$ cat src/rtl/axis_mem_pkg.sv
// Shared width helpers for the AXI-Stream memory responder.
// Beat layouts: request {ch_id, addr}, response {ch_id, data}, write {addr, data}.
package axis_mem_pkg;

  function automatic int ch_id_w(input int n);
    return (n < 2) ? 1 : $clog2(n);
  endfunction

  function automatic int req_width(input int ch_w, input int addr_w);
    return ch_w + addr_w;
  endfunction

  function automatic int rsp_width(input int ch_w, input int data_w);
    return ch_w + data_w;
  endfunction

  function automatic int wr_width(input int addr_w, input int data_w);
    return addr_w + data_w;
  endfunction

endpackage

$ cat src/rtl/axis_resp_fifo.sv
// Two-entry response FIFO; slot0 is always the head and drives dout.
// Callers must not push into a full FIFO unless they pop in the same cycle.
module axis_resp_fifo #(
  parameter int WIDTH = 8
) (
  input  logic             clk,
  input  logic             rst,
  input  logic             push,
  input  logic [WIDTH-1:0] din,
  input  logic             pop,
  output logic [WIDTH-1:0] dout,
  output logic [1:0]       count,
  output logic             full,
  output logic             empty
);

  logic [WIDTH-1:0] slot0_q, slot0_d;
  logic [WIDTH-1:0] slot1_q, slot1_d;
  logic [1:0]       count_q, count_d;

  always_comb begin
    slot0_d = slot0_q;
    slot1_d = slot1_q;
    count_d = count_q;
    case ({push, pop})
      2'b10: begin
        if (count_q == 2'd0) slot0_d = din;
        else                 slot1_d = din;
        count_d = count_q + 2'd1;
      end
      2'b01: begin
        slot0_d = slot1_q;
        count_d = count_q - 2'd1;
      end
      // Simultaneous push and pop: occupancy holds, the tail shifts up.
      2'b11: begin
        if (count_q == 2'd2) begin
          slot0_d = slot1_q;
          slot1_d = din;
        end else begin
          slot0_d = din;
        end
      end
      default: ;
    endcase
  end

  always_ff @(posedge clk or posedge rst) begin
    if (rst) begin
      slot0_q <= '0;
      slot1_q <= '0;
      count_q <= 2'd0;
    end else begin
      slot0_q <= slot0_d;
      slot1_q <= slot1_d;
      count_q <= count_d;
    end
  end

  assign dout  = slot0_q;
  assign count = count_q;
  assign full  = (count_q == 2'd2);
  assign empty = (count_q == 2'd0);

endmodule

$ cat src/rtl/axis_mem_responder.sv
// Memory-side responder: word-addressed scratchpad with a streamed write port and a credited read port.
// Define AXIS_MEM_WR_FWD_EN for write-first same-address read/write; read-first otherwise.
module axis_mem_responder
  import axis_mem_pkg::*;
#(
  parameter int  ADDR_WIDTH = 2,
  parameter int  DATA_WIDTH = 64,
  parameter int  N_CHANNELS = 5,
  localparam int CH_ID_W    = ch_id_w(N_CHANNELS),
  localparam int REQ_W      = req_width(CH_ID_W, ADDR_WIDTH),
  localparam int RSP_W      = rsp_width(CH_ID_W, DATA_WIDTH),
  localparam int WR_W       = wr_width(ADDR_WIDTH, DATA_WIDTH)
) (
  input  logic             clk,
  input  logic             rst,
  input  logic [REQ_W-1:0] s_axis_req_tdata,
  input  logic             s_axis_req_tvalid,
  output logic             s_axis_req_tready,
  input  logic             s_axis_req_tlast,
  output logic [RSP_W-1:0] m_axis_pl_tdata,
  output logic             m_axis_pl_tvalid,
  input  logic             m_axis_pl_tready,
  output logic             m_axis_pl_tlast,
  input  logic [WR_W-1:0]  s_axis_wr_tdata,
  input  logic             s_axis_wr_tvalid,
  output logic             s_axis_wr_tready,
  input  logic             s_axis_wr_tlast
);

  typedef struct packed {
    logic [CH_ID_W-1:0]    ch_id;
    logic [DATA_WIDTH-1:0] data;
  } resp_beat_t;

  logic [CH_ID_W-1:0]    req_ch;
  logic [ADDR_WIDTH-1:0] req_addr;
  logic [ADDR_WIDTH-1:0] wr_addr;
  logic [DATA_WIDTH-1:0] wr_data;
  logic                  req_fire, wr_fire, pop;
  logic [1:0]            fifo_count;
  logic                  fifo_empty, unused_fifo_full;
  logic                  unused_tlast;
  resp_beat_t            push_beat, head_beat;

  logic [DATA_WIDTH-1:0] mem [2**ADDR_WIDTH];
  logic [DATA_WIDTH-1:0] rd_q, rd_d;
  logic [CH_ID_W-1:0]    rd_id_q, rd_id_d;
  logic                  inflight_q, inflight_d;

  assign {req_ch, req_addr} = s_axis_req_tdata;
  assign {wr_addr, wr_data} = s_axis_wr_tdata;
  assign unused_tlast       = s_axis_req_tlast ^ s_axis_wr_tlast;

  assign s_axis_wr_tready = !rst;
  assign wr_fire          = s_axis_wr_tvalid && s_axis_wr_tready;
  assign pop              = m_axis_pl_tvalid && m_axis_pl_tready;

  // A request needs a guaranteed FIFO slot for its response: slots held plus the one in flight.
  assign s_axis_req_tready = !rst && (((fifo_count + {1'b0, inflight_q}) < 2'd2) || pop);
  assign req_fire          = s_axis_req_tvalid && s_axis_req_tready;

  always_ff @(posedge clk) begin
    if (wr_fire) mem[wr_addr] <= wr_data;
  end

  always_comb begin
    rd_d       = rd_q;
    rd_id_d    = rd_id_q;
    inflight_d = req_fire;
    if (req_fire) begin
      rd_id_d = req_ch;
`ifdef AXIS_MEM_WR_FWD_EN
      rd_d = (wr_fire && (wr_addr == req_addr)) ? wr_data : mem[req_addr];
`else
      rd_d = mem[req_addr];
`endif
    end
  end

  // Read data register stays reset-free so the array plus this stage maps onto block RAM.
  always_ff @(posedge clk) begin
    rd_q    <= rd_d;
    rd_id_q <= rd_id_d;
  end

  always_ff @(posedge clk or posedge rst) begin
    if (rst) inflight_q <= 1'b0;
    else     inflight_q <= inflight_d;
  end

  assign push_beat = '{ch_id: rd_id_q, data: rd_q};

  axis_resp_fifo #(
    .WIDTH (RSP_W)
  ) u_resp_fifo (
    .clk   (clk),
    .rst   (rst),
    .push  (inflight_q),
    .din   (push_beat),
    .pop   (pop),
    .dout  (head_beat),
    .count (fifo_count),
    .full  (unused_fifo_full),
    .empty (fifo_empty)
  );

  assign m_axis_pl_tdata  = head_beat;
  assign m_axis_pl_tvalid = !fifo_empty;
  assign m_axis_pl_tlast  = 1'b1;

endmodule

$ cat config.mk
export PLATFORM = sky130hd
export DESIGN_NAME = axis_mem_responder
export DESIGN_NICKNAME = d
export VERILOG_FILES = /design/src/rtl/axis_mem_pkg.sv /design/src/rtl/axis_resp_fifo.sv /design/src/rtl/axis_mem_responder.sv
export SDC_FILE = /design/constraint.sdc
export NUM_CORES = 1
export LEC_CHECK = 0
export CORE_ASPECT_RATIO = 1.75
export CORE_MARGIN = 4
export CORE_UTILIZATION = 27
export CTS_BUF_LIST = sky130_fd_sc_hd__clkbuf_8 sky130_fd_sc_hd__clkbuf_16
export CTS_CLUSTER_SIZE = 12
export DETAILED_ROUTE_END_ITERATION = 6
export PLACE_DENSITY = 0.44
export SYNTH_ARGS = -nofsm -noshare
export SYNTH_HDL_FRONTEND = slang
export SYNTH_SLANG_ARGS = --single-unit
$ cat constraint.sdc
create_clock -name clk -period 9.2 [get_ports clk]
set_clock_uncertainty 0.1 [all_clocks]
set_input_delay 0.92 -clock clk [delete_from_list [all_inputs] [get_ports clk]]
set_output_delay 0.92 -clock clk [all_outputs]
set_load 0.01 [all_outputs]
==> impl_metrics.tcl <==
set metrics [dict create \
    drive_gt1_share_pct 19.7 \
    setup.worst_path.class "primary input to flop" \
    final_area_um2 21300 \
    rsz0062_at_grt "false" \
    slew_viol_final 0 \
    grt_pass1_wl_mm 66.1 \
    yosysMostFrequentCell "edfxtp_1" \
    firstDrtPassIters 5 \
    setup_viol 0 \
    yosysWarnings 0 \
    drtAntennaViolNets 0 \
    min_path_type "flop to flop" \
    end_kind "flop" \
    cp-start-kind "primary input" \
    grtUsageTotal_pct 12.9 \
    relSlewSlack_pct 31.2 \
    hpwl_mm 24.1 \
    ys_top_cells_by_count "edfxtp_1 (323), dfrtp_1 (137), a31oi_1 (67), nand3_1 (67), nor3_1 (67)" \
    coreArea_um2 64200 \
    synth_edf_count 323 \
    ys_ff_latch 460 \
    routed_wl_mm 44.4 \
    fp-row-count 123 \
    wl_met2_mm 22.6 \
    place_area_um2 19800 \
    syn_area_um2 17400 \
    cts_setup_buffers 0 \
    synth.largest_area_cell "edfxtp_1" \
    hold-path-cell-count 1 \
    period_share_pct 39.7 \
    nFillCells 6195 \
    async_reset_ff_share_pct 29.8 \
    post_drt_via_cell_ratio 4.76 \
    die_area_um2 68900 \
    cts-resized-gates 0 \
    p_per_area_nw_per_um2 284 \
    required_ps 9490 \
    die_height_um 344 \
    top_layer_used "met5" \
    grt_pass1_vias 10100 \
    clk_path_buf_depth 3 \
    tns_ps 0 \
    yosysTopAreaCellShare_pct 55.6 \
    clock_latency_ps 590 \
    start_util_pct 27.2 \
    synth_area_per_cell_um2 18.1 \
    dp_slack_ps 4890 \
    gp_congestion 0.675 \
    synthFlopType "edfxtp_1" \
    worst_pin_slew_ps 1030 \
    holdWs_ps 399 \
    overflow 0 \
    vdd_ir_drop_max_mv 0.137 \
    leakage_nw 7.27 \
    portBuffers 145 \
    timing.fmax_mhz 274 \
    status "finished, final reports clean" \
    ys_top_cells_by_area "edfxtp_1 (56%), dfrtp_1 (20%), mux4_2 (8.3%), mux2_4 (2.6%), a31oi_1 (2.4%)" \
    finalNetCount 1185 \
    grt_max_degree 70 \
    finalPower_mw 6.04 \
    clock-root-buffer "clkbuf_16" \
    drt-initial-drc-count 552 \
    worstPathMaxFanout 69 \
    fp.dieW_um 200 \
    r2r_cells 5 \
    synth_cells 965 \
    drc 0 \
    ctsHoldBuffers 0 \
    via_count 9317 \
    met3_length_mm 2.25 \
    clock_sinks 460 \
    cts-buffers-inserted 48 \
    yosysUniqueCellTypes 35 \
    wl_per_cell_um 22.7 \
    layout-area-overhead-vs-synth_pct 22.1 \
    yosysSeqAreaShare_pct 75.3 \
    path_clk_slew_ps 60 \
    drv_cap 0 \
    setup_ws_ps 5550 \
    antenna_found_initial 5 \
    finalHoldViolations 0 \
    htree_levels 2 \
    fin_crit_ps 3650 \
    syn-num-nets 1046 \
    cts_tree "done" \
    wl_met1_mm 18.5 \
    crit_arrival_ps 3940 \
    io_pins 149 \
]
[stage by stage]
step                      utilization [%]  cells
final                                33.2   1956
after global routing                 33.2   1954
after CTS                            33.2   1954
after detailed placement             30.8   1866
after global placement               30.8   1866
after floorplan                         -    965
[report_power, final]
| part | switching [mW] | leakage, nW | internal, mW |
|---|---|---|---|
| sequential | 0.223 | 4.53 | 2.61 |
| combinational | 0.648 | 1.93 | 0.700 |
| clock | 0.806 | 0.801 | 1.05 |
| total | 1.68 | 7.27 | 4.36 |
[final timing paths]
kind | start | end | slack, ps
min | u_resp_fifo.slot1_q[43]$_DFFE_PP0P_ | u_resp_fifo.slot1_q[43]$_DFFE_PP0P_ | 400
max reg2reg | u_resp_fifo.count[0]$_DFFE_PP0P_ | u_resp_fifo.dout[55]$_DFFE_PP0P_ | 5820
min in group asynchronous | rst | u_resp_fifo.slot1_q[34]$_DFFE_PP0P_ | 760
max | m_axis_pl_tready | u_resp_fifo.dout[55]$_DFFE_PP0P_ | 5550
min reg2reg | u_resp_fifo.slot1_q[43]$_DFFE_PP0P_ | u_resp_fifo.slot1_q[43]$_DFFE_PP0P_ | 400
max in group asynchronous | rst | u_resp_fifo.slot1_q[16]$_DFFE_PP0P_ | 7060
[critical path, stage by stage]
cell	delay [ps]
clkdlybuf4s50_1	540
o21a_4	390
ha_4	850
nand2b_4	780
nand3_1	300
a31oi_1	120
[cell families (layout without fill, tap and decap cells)]
family / after synthesis / in the layout / share of synthesized area [%]
mux: 131 / 131 / 13.2
flops: 460 / 460 / 75.3
simple gates: 148 / 148 / 4.37
buf+inv: 79 / 256 / 2.13
other cells: 1 / 3 / 0.0215
compound gates: 139 / 139 / 4.53
xor+xnor: 4 / 4 / 0.201
fa+ha+maj: 3 / 3 / 0.215
[layout make-up]
cell class                      instances  area, um2  share of cell area [%]
Antenna cell                            2       5.00                  0.0235
Clock buffer                           53       1280                    6.02
Clock inverter                         35        225                    1.06
Inverter                                5       23.8                   0.112
Multi-Input combinational cell        426       4020                    18.9
Sequential cell                       460      13100                    61.7
Tap cell                              812       1020                    4.77
Timing Repair Buffer                  163       1580                    7.43
[routing by layer]
metal	global-route usage [%]	vias up
li1	-	4109
met5	0	-
met4	3.94	4
met2	22.2	243
met3	2.55	67
met1	16.3	4894
[sequential cells by signal, indices dropped and copies added, names as in the netlist]
signal / count
inflight_q: 1
mem: 256
rd_q: 64
u_resp_fifo.dout: 67
u_resp_fifo.slot1_q: 67
rd_id_q: 3
u_resp_fifo.count: 2
[cells in the final DEF (no fill, tap or decap), types with 7 or more instances in the layout]
master	synthesis	layout
clkbuf_16	0	49
clkdlybuf4s50_1	0	143
nand3_1	67	67
a31oi_1	67	67
buf_4	2	20
mux2_2	37	37
mux4_2	64	64
edfxtp_1	323	323
dfrtp_1	137	137
nor3_1	67	67
mux2_4	30	30
inv_1	5	24
clkinv_1	0	8
o21ai_1	8	7
o21ai_0	60	60
No activity file was read; power rests on OpenSTA's default activity.
